### src/rtl/protocol_job_arbiter.sv
// Round-robin arbiter sharing one protocol_controller engine among NUM_REQ requesters.
// Optional WAIT-state timeout: define JOB_TIMEOUT_EN (limit set by TIMEOUT).
module protocol_job_arbiter #(
  parameter int NUM_REQ = 4,
  parameter int IDX_W   = 2,
  parameter int TIMEOUT = 15
) (
  input  logic                   clk,
  input  logic                   reset,
  input  logic [NUM_REQ-1:0]     req,
  input  logic [2*NUM_REQ-1:0]   req_proto,
  input  logic [8*NUM_REQ-1:0]   req_data,
  output logic [NUM_REQ-1:0]     gnt,
  output logic [NUM_REQ-1:0]     rsp_valid,
  output logic [7:0]             rsp_data,
  output logic                   rsp_err,
  output logic [1:0]             eng_sel,
  output logic [7:0]             eng_data,
  input  logic                   eng_busy,
  input  logic                   eng_done,
  input  logic [7:0]             eng_result,
  output logic [2:0]             arb_state,
  output logic [IDX_W-1:0]       cur_idx
);

  typedef enum logic [2:0] {
    S_IDLE  = 3'd0,
    S_ISSUE = 3'd1,
    S_HOLD  = 3'd2,
    S_WAIT  = 3'd3,
    S_RESP  = 3'd4
  } state_t;

  // Elaboration-time sanity check of the parameter set.
  if (NUM_REQ < 2 || NUM_REQ > 8 || TIMEOUT < 1 || TIMEOUT > 15 ||
      (1 << IDX_W) < NUM_REQ) begin : g_param_check
    $error("protocol_job_arbiter: illegal parameter combination");
  end

  state_t             state;
  logic [IDX_W-1:0]   ptr;
  logic [IDX_W-1:0]   idx;

`ifdef JOB_TIMEOUT_EN
  logic [3:0]         wait_cnt;
`endif

  logic               win_found;
  logic [IDX_W-1:0]   win_idx;
  logic [IDX_W-1:0]   cand;
  logic [IDX_W-1:0]   ptr_next;
  logic [1:0]         win_proto;
  logic [7:0]         win_data;
  logic [NUM_REQ-1:0] win_onehot;
  logic [NUM_REQ-1:0] idx_onehot;

  // First requesting index at or after ptr, wrapping modulo NUM_REQ.
  always_comb begin
    win_found = 1'b0;
    win_idx   = '0;
    cand      = '0;
    for (int unsigned i = 0; i < NUM_REQ; i++) begin
      cand = IDX_W'((32'(ptr) + i) % NUM_REQ);
      if (!win_found && req[cand]) begin
        win_found = 1'b1;
        win_idx   = cand;
      end
    end
  end

  always_comb begin
    ptr_next   = (win_idx == IDX_W'(NUM_REQ - 1)) ? '0 : win_idx + 1'b1;
    win_proto  = req_proto[2*win_idx +: 2];
    win_data   = req_data[8*win_idx +: 8];
    win_onehot = NUM_REQ'(1) << win_idx;
    idx_onehot = NUM_REQ'(1) << idx;
  end

  assign arb_state = state;
  assign cur_idx   = idx;

  always_ff @(posedge clk or posedge reset) begin
    if (reset) begin
      state     <= S_IDLE;
      ptr       <= '0;
      idx       <= '0;
      gnt       <= '0;
      rsp_valid <= '0;
      rsp_data  <= '0;
      rsp_err   <= 1'b0;
      eng_sel   <= '0;
      eng_data  <= '0;
`ifdef JOB_TIMEOUT_EN
      wait_cnt  <= '0;
`endif
    end else begin
      gnt       <= '0;
      rsp_valid <= '0;
      case (state)
        S_IDLE: begin
          eng_sel  <= '0;
          eng_data <= '0;
          rsp_data <= '0;
          rsp_err  <= 1'b0;
          if (!eng_busy && win_found) begin
            idx <= win_idx;
            ptr <= ptr_next;
            gnt <= win_onehot;
            if (win_proto != 2'b00) begin
              state    <= S_ISSUE;
              eng_sel  <= win_proto;
              eng_data <= win_data;
            end else begin
              // Invalid protocol: grant and reject in the same cycle, engine untouched.
              state     <= S_RESP;
              rsp_valid <= win_onehot;
              rsp_err   <= 1'b1;
            end
          end
        end
        S_ISSUE: begin
          state <= S_HOLD;
        end
        S_HOLD: begin
          // Select is cleared for all of WAIT so the engine cannot relaunch after done.
          state    <= S_WAIT;
          eng_sel  <= '0;
          eng_data <= '0;
`ifdef JOB_TIMEOUT_EN
          wait_cnt <= '0;
`endif
        end
        S_WAIT: begin
          if (eng_done) begin
            state     <= S_RESP;
            rsp_valid <= idx_onehot;
            rsp_data  <= eng_result;
            rsp_err   <= 1'b0;
          end
`ifdef JOB_TIMEOUT_EN
          else if (wait_cnt == 4'(TIMEOUT - 1)) begin
            state     <= S_RESP;
            rsp_valid <= idx_onehot;
            rsp_data  <= '0;
            rsp_err   <= 1'b1;
          end else begin
            wait_cnt <= wait_cnt + 4'd1;
          end
`endif
        end
        S_RESP: begin
          state    <= S_IDLE;
          rsp_data <= '0;
          rsp_err  <= 1'b0;
        end
        default: begin
          state    <= S_IDLE;
          eng_sel  <= '0;
          eng_data <= '0;
          rsp_data <= '0;
          rsp_err  <= 1'b0;
        end
      endcase
    end
  end

endmodule

### config.mk
export PLATFORM = sky130hd
export DESIGN_NAME = protocol_job_arbiter
export DESIGN_NICKNAME = d
export VERILOG_FILES = /design/src/rtl/protocol_job_arbiter.sv
export SDC_FILE = /design/constraint.sdc
export NUM_CORES = 1
export LEC_CHECK = 0
export CORE_ASPECT_RATIO = 0.5
export CORE_UTILIZATION = 42
export DETAILED_ROUTE_END_ITERATION = 8
export GPL_TIMING_DRIVEN = 0
export PLACE_DENSITY = 0.93
export SYNTH_ARGS = -nofsm -noshare
export SYNTH_HDL_FRONTEND = slang
export SYNTH_SLANG_ARGS = --single-unit
### constraint.sdc
create_clock -name clk -period 4.15 [get_ports clk]
set_input_delay 0.83 -clock clk [delete_from_list [all_inputs] [get_ports clk]]
set_output_delay 0.83 -clock clk [all_outputs]
set_load 0.05 [all_outputs]
# Word level (Yosys, flattened, before mapping)
# Cells that the tools add are included.
# word_totals
register_bits,34
output_inout_bits,32
word_cells,83
# op_classes
addsub,4
n_lt_le_gt_ge,4
eq_ne,7
n_shift,4
n_mux,39
n_bitwise,1
reduce_logical,15
# ops
operator,count
one-hot mux 8 bit (2 select lines),2
variable part select 32 x 6 -> 8 bit,1
two-way mux 8 bit,3
two-way mux 4 bit,5
two-way mux 2 bit,7
"less-than comparator 2 x 3 -> 1 bit, second input constant",4
one-hot mux 3 bit (4 select lines),1
two-way mux 1 bit,11
two-way mux 3 bit,3
binary-select mux 1 bit (select 2 bit),4
one-hot mux 4 bit (2 select lines),1
variable part select 8 x 4 -> 2 bit,1
"<< shifter 1 x 2 -> 4 bit, first input constant",2
"equality test 3 x 2 -> 1 bit, second input constant",2
AND reduction 2 bit,3
"adder 2 x 1 -> 2 bit, second input constant",2
"adder 2 bit, second input constant",2
logical AND 1 bit,4
zero test 1 bit,4
"!= test 2 bit, second input constant",2
one-hot mux 2 bit (2 select lines),1
"equality test 3 x 1 -> 1 bit, second input constant",1
"equality test 3 bit, second input constant",1
zero test 3 bit,1
other kinds (6),6

# Logic depth before layout (Yosys ltp)
# logic_depth
word_depth,17
ltp_mapped,8
ltp_nobuf,7

# Worst setup path after synthesis
# OpenSTA, ideal clock, no wires.
# synth_timing
path_kind,input to register
start,input req[0]
end,register eng_data[0]
setup_time_ns,0.121
arrival_time_ns,2.649
required_ns,4.029
setup_slack_ns,1.379
stages,8
path_buffers,2
cell_sequence,nand2_1 > nand3b_1 > a2bb2oi_2 > mux4_2 > or2_1 > buf_4 > buf_6 > a22o_1
# synth_between
elab_chain_cells,17
word_cells_on_any_way,29
cone_classes,2 x shift; 19 x mux; 8 x reduce/logical
# synth_lines
item,line_no,rtl
start: declaration,10,"input logic [NUM_REQ-1:0] req,"
binary-select mux 1 bit (select 2 bit),64,if (!win_found && req[cand]) begin
two-way mux 1 bit (implied by the code),64,
two-way mux 1 bit,64,
zero test 1 bit,64,
logical AND 1 bit,64,
two-way mux 1 bit,64,
zero test 1 bit,64,
logical AND 1 bit,64,
two-way mux 1 bit,64,
zero test 1 bit,64,
logical AND 1 bit,64,
two-way mux 2 bit (*),64,
net win_idx[1],49,logic [IDX_W-1:0] win_idx;
branches (longest 2 deep; another with variable part select 32 x 6 -> 8 bit),--,
two-way mux 8 bit (*),109,if (win_proto != 2'b00) begin
two-way mux 8 bit (*),105,if (!eng_busy && win_found) begin
one-hot mux 8 bit (2 select lines) (*),99,case (state)
end signal: assignment,112,eng_data <= win_data;
end: declaration,18,"output logic [7:0] eng_data,"
# Mark *: on every way through the listed nets, which the timed path passes. The select of a mux whose other input is x is not followed.
# A chain may end at the register's enable or synchronous reset.

# Worst setup path in the final report
# layout_timing
start,input req[1]
end,register eng_data[7]
# The elaborated chain is that of the path after synthesis.

==> impl_metrics.tcl <==
set metrics [dict create \
    synth_top_family_by_area "compound AO/OA/AOI/OAI gates" \
    synth_top_area_frac 0.500 \
    ys_top_cells_by_count "dfrtp_1 (34), nand2_1 (28), o21ai_0 (14)" \
    hold_path.class "flop to flop" \
    utilization 0.771 \
    ys.flop_type "dfrtp_1" \
    coreArea_um2 3640 \
    post_cts_buffers 0 \
    clkPwrFrac 0.186 \
    combPwrFrac 0.553 \
    synthXorXnorAreaFrac 0 \
    status "finished clean" \
    crit_fanout 10 \
    fmax_mhz 304 \
    synth-seq-cells 34 \
    yosys.area.top_type "dfrtp_1" \
    syn2layout_area_growth_pct 64.9 \
    synth-simple-area-share 0.115 \
    dr.pass1.iters 4 \
    worst_path_max_delay_cell "mux4_2" \
    grt_max_degree 35 \
    layout.nets 313 \
    worst_slew_pin_slew_ns 1.26 \
    final_antenna_net_count 0 \
    vias_per_cell 5.46 \
    drt_wl_total_um 4910 \
    ys_types 31 \
    multi_input_area_um2 776 \
    maxSlewViolCount 0 \
    yosysMostFrequentCell "dfrtp_1" \
    p_switching_uw 935 \
    clock_skew_ns 0.00281 \
    grt_pass1_wl_um 7480 \
    slew_headroom 0.153 \
    antenna_found_initial 0 \
    grt_overflow_total 0 \
    hold_buffers 0 \
    rsz0062_at_grt "no" \
    cp-end-kind "flop" \
    max_stage_delay_ns 0.61 \
    synthesis.nets 218 \
    antenna_cells 0 \
    vdd_drop_max_uv 334 \
    swShare 0.458 \
    clock_tree.buffer_depth 2 \
    tns_ns 0 \
    grt_pass1_vias 1617 \
    period_share 0.793 \
    syn_area_um2 1700 \
    cts_resized 0 \
    synthMuxAreaShare 0.131 \
    ys_async_sr_fraction 1.00 \
    synth_compound_area_frac 0.180 \
    finalSetupViolCount 0 \
    dieArea_um2 4330 \
    synth_area_per_cell_um2 10.8 \
    clk_pin_slew_ns 0.07 \
    num_rows 15 \
    yosysWarnings 0 \
    track_usage 0.238 \
    pwr-share-seq 0.262 \
    place_congestion 0.757 \
    io_buffers 87 \
    required_ns 4.33 \
    n_fill_cell 238 \
    cp.buffers_inverters 3 \
    internal_power_mw 1.11 \
    arrival_ns 3.47 \
    syn_inst 158 \
    drive_gt1_frac 0.0787 \
    cap_violations 0 \
    path_cells "clkdlybuf4s50_1 -> nand3b_1 -> a2bb2oi_2 -> mux4_2 -> or2_1 -> buf_4 -> buf_6 -> a22o_1" \
    cts_tree "built" \
    vias 1666 \
    pin_count 88 \
    seq_area_frac_synth 0.500 \
    fp.dieW_um 92.1 \
    cp_top_family "buffers and inverters" \
    finalHoldViolations 0 \
    setup.worst_path.class "input port to flop" \
    critPathLaunchType "input port" \
    cts_num_sinks 34 \
    clock-root-buffer "clkbuf_8" \
    drt_iter0_markers 108 \
    ys_top_cells_by_area "dfrtp_1 (50%), mux4_2 (6.6%), mux2i_1 (6.5%), nand2_1 (6.2%), o21ai_0 (4.1%)" \
    finalCriticalPeriod_ns 3.29 \
    drc 0 \
    register_area_um2 851 \
    wl_per_cell_um 16.1 \
    start_util 0.468 \
    synth_edf_count 0 \
    leakage_nw 1.22 \
    cts_buffers 5 \
    die_h_um 47.0 \
    htree_levels 2 \
    place_hpwl_um 3750 \
    yosys.area_share.adder 0.0294 \
    power_density_nw_per_um2 728 \
    insertion_delay_ns 0.29 \
]
cell type report:
cell class / instances / area share
multi-input cells: 107 / 0.276
well taps: 51 / 0.0227
repair buffers: 88 / 0.320
flip-flops and latches: 34 / 0.303
clock buffers: 6 / 0.0294
plain buffers: 6 / 0.0125
clock inverters: 2 / 0.0214
inverters: 11 / 0.0147
metal layers:
layer  share of wire  global-route usage  up-vias
met2            0.53               0.449       73
met5               0                   0        -
li1                -                   -      758
met4           0.020               0.122        0
met1            0.39               0.265      825
met3           0.065              0.0647       10
through the flow:
stage | area, um2 | cells | total power, mW | hold slack, ns | setup WS [ns]
finish | 2810 | 305 | 2.04 | 0.480 | 0.860
global placement | 2640 | 296 | 1.62 | 0.462 | 0.667
CTS | 2780 | 304 | 2.05 | 0.486 | 0.832
detailed placement | 2640 | 296 | 1.66 | 0.470 | 0.539
floorplan | 1700 | 158 | 1.27 | 0.543 | 1.38
global route | 2810 | 305 | 2.14 | 0.510 | 0.696
worst min-delay path, stage by stage (launching register included):
cell and delay, ns:
dfrtp_1 0.34, nand2_1 0.04, o21ai_0 0.06
power groups by stage:
stage	Combinational (mW)	Clock [mW]	Sequential [mW]
6_report	1.13	0.379	0.535
5_1_grt	1.20	0.396	0.548
4_1_cts	1.13	0.384	0.533
3_5_place_dp	1.12	0	0.536
3_3_place_gp	1.09	0	0.529
2_1_floorplan	0.381	0	0.892
logic make-up (layout without fill, tap and decap cells):
| group | count (synthesis) | count (layout) |
|---|---|---|
| AND/OR/NAND/NOR | 45 | 45 |
| AO/OA/AOI/OAI | 42 | 42 |
| multiplexers | 16 | 16 |
| buffers and inverters | 17 | 113 |
| adder cells (fa/ha/maj) | 4 | 4 |
| flip-flops | 34 | 34 |
state kept, by name (all words and copies together), names as in the netlist:
register,cells
eng_data,8
rsp_data,8
gnt,4
rsp_valid,4
arb_state,3
cur_idx,2
eng_sel,2
ptr,2
rsp_err,1
worst paths after layout:
path	end	start	slack, ns	depth (start not counted)
max	eng_data[7]$_DFFE_PP0N_	req[1]	0.86	8
max reg2reg	eng_data[7]$_DFFE_PP0N_	ptr[1]$_DFFE_PP0P_	1.44	8
max in group asynchronous	ptr[1]$_DFFE_PP0P_	reset	2.97	3
min in group asynchronous	eng_data[0]$_DFFE_PP0N_	reset	0.77	2
min reg2reg	rsp_data[2]$_DFFE_PP0P_	rsp_data[2]$_DFFE_PP0P_	0.48	2
min	rsp_data[2]$_DFFE_PP0P_	rsp_data[2]$_DFFE_PP0P_	0.48	2
layout by cell type (no fill, tap or decap), types with 3 or more instances in the layout:
master and instances:
clkdlybuf4s50_1 87, o21ai_0 14, nor2_1 5, ha_1 4
a21oi_1 3, o22ai_1 7, inv_1 10, mux2i_1 11
nand2_1 28, a22o_1 7, dfrtp_1 34, mux4_2 5
clkbuf_8 6, clkbuf_1 3, a32o_1 3
No activity file was read; power rests on OpenSTA's default activity.
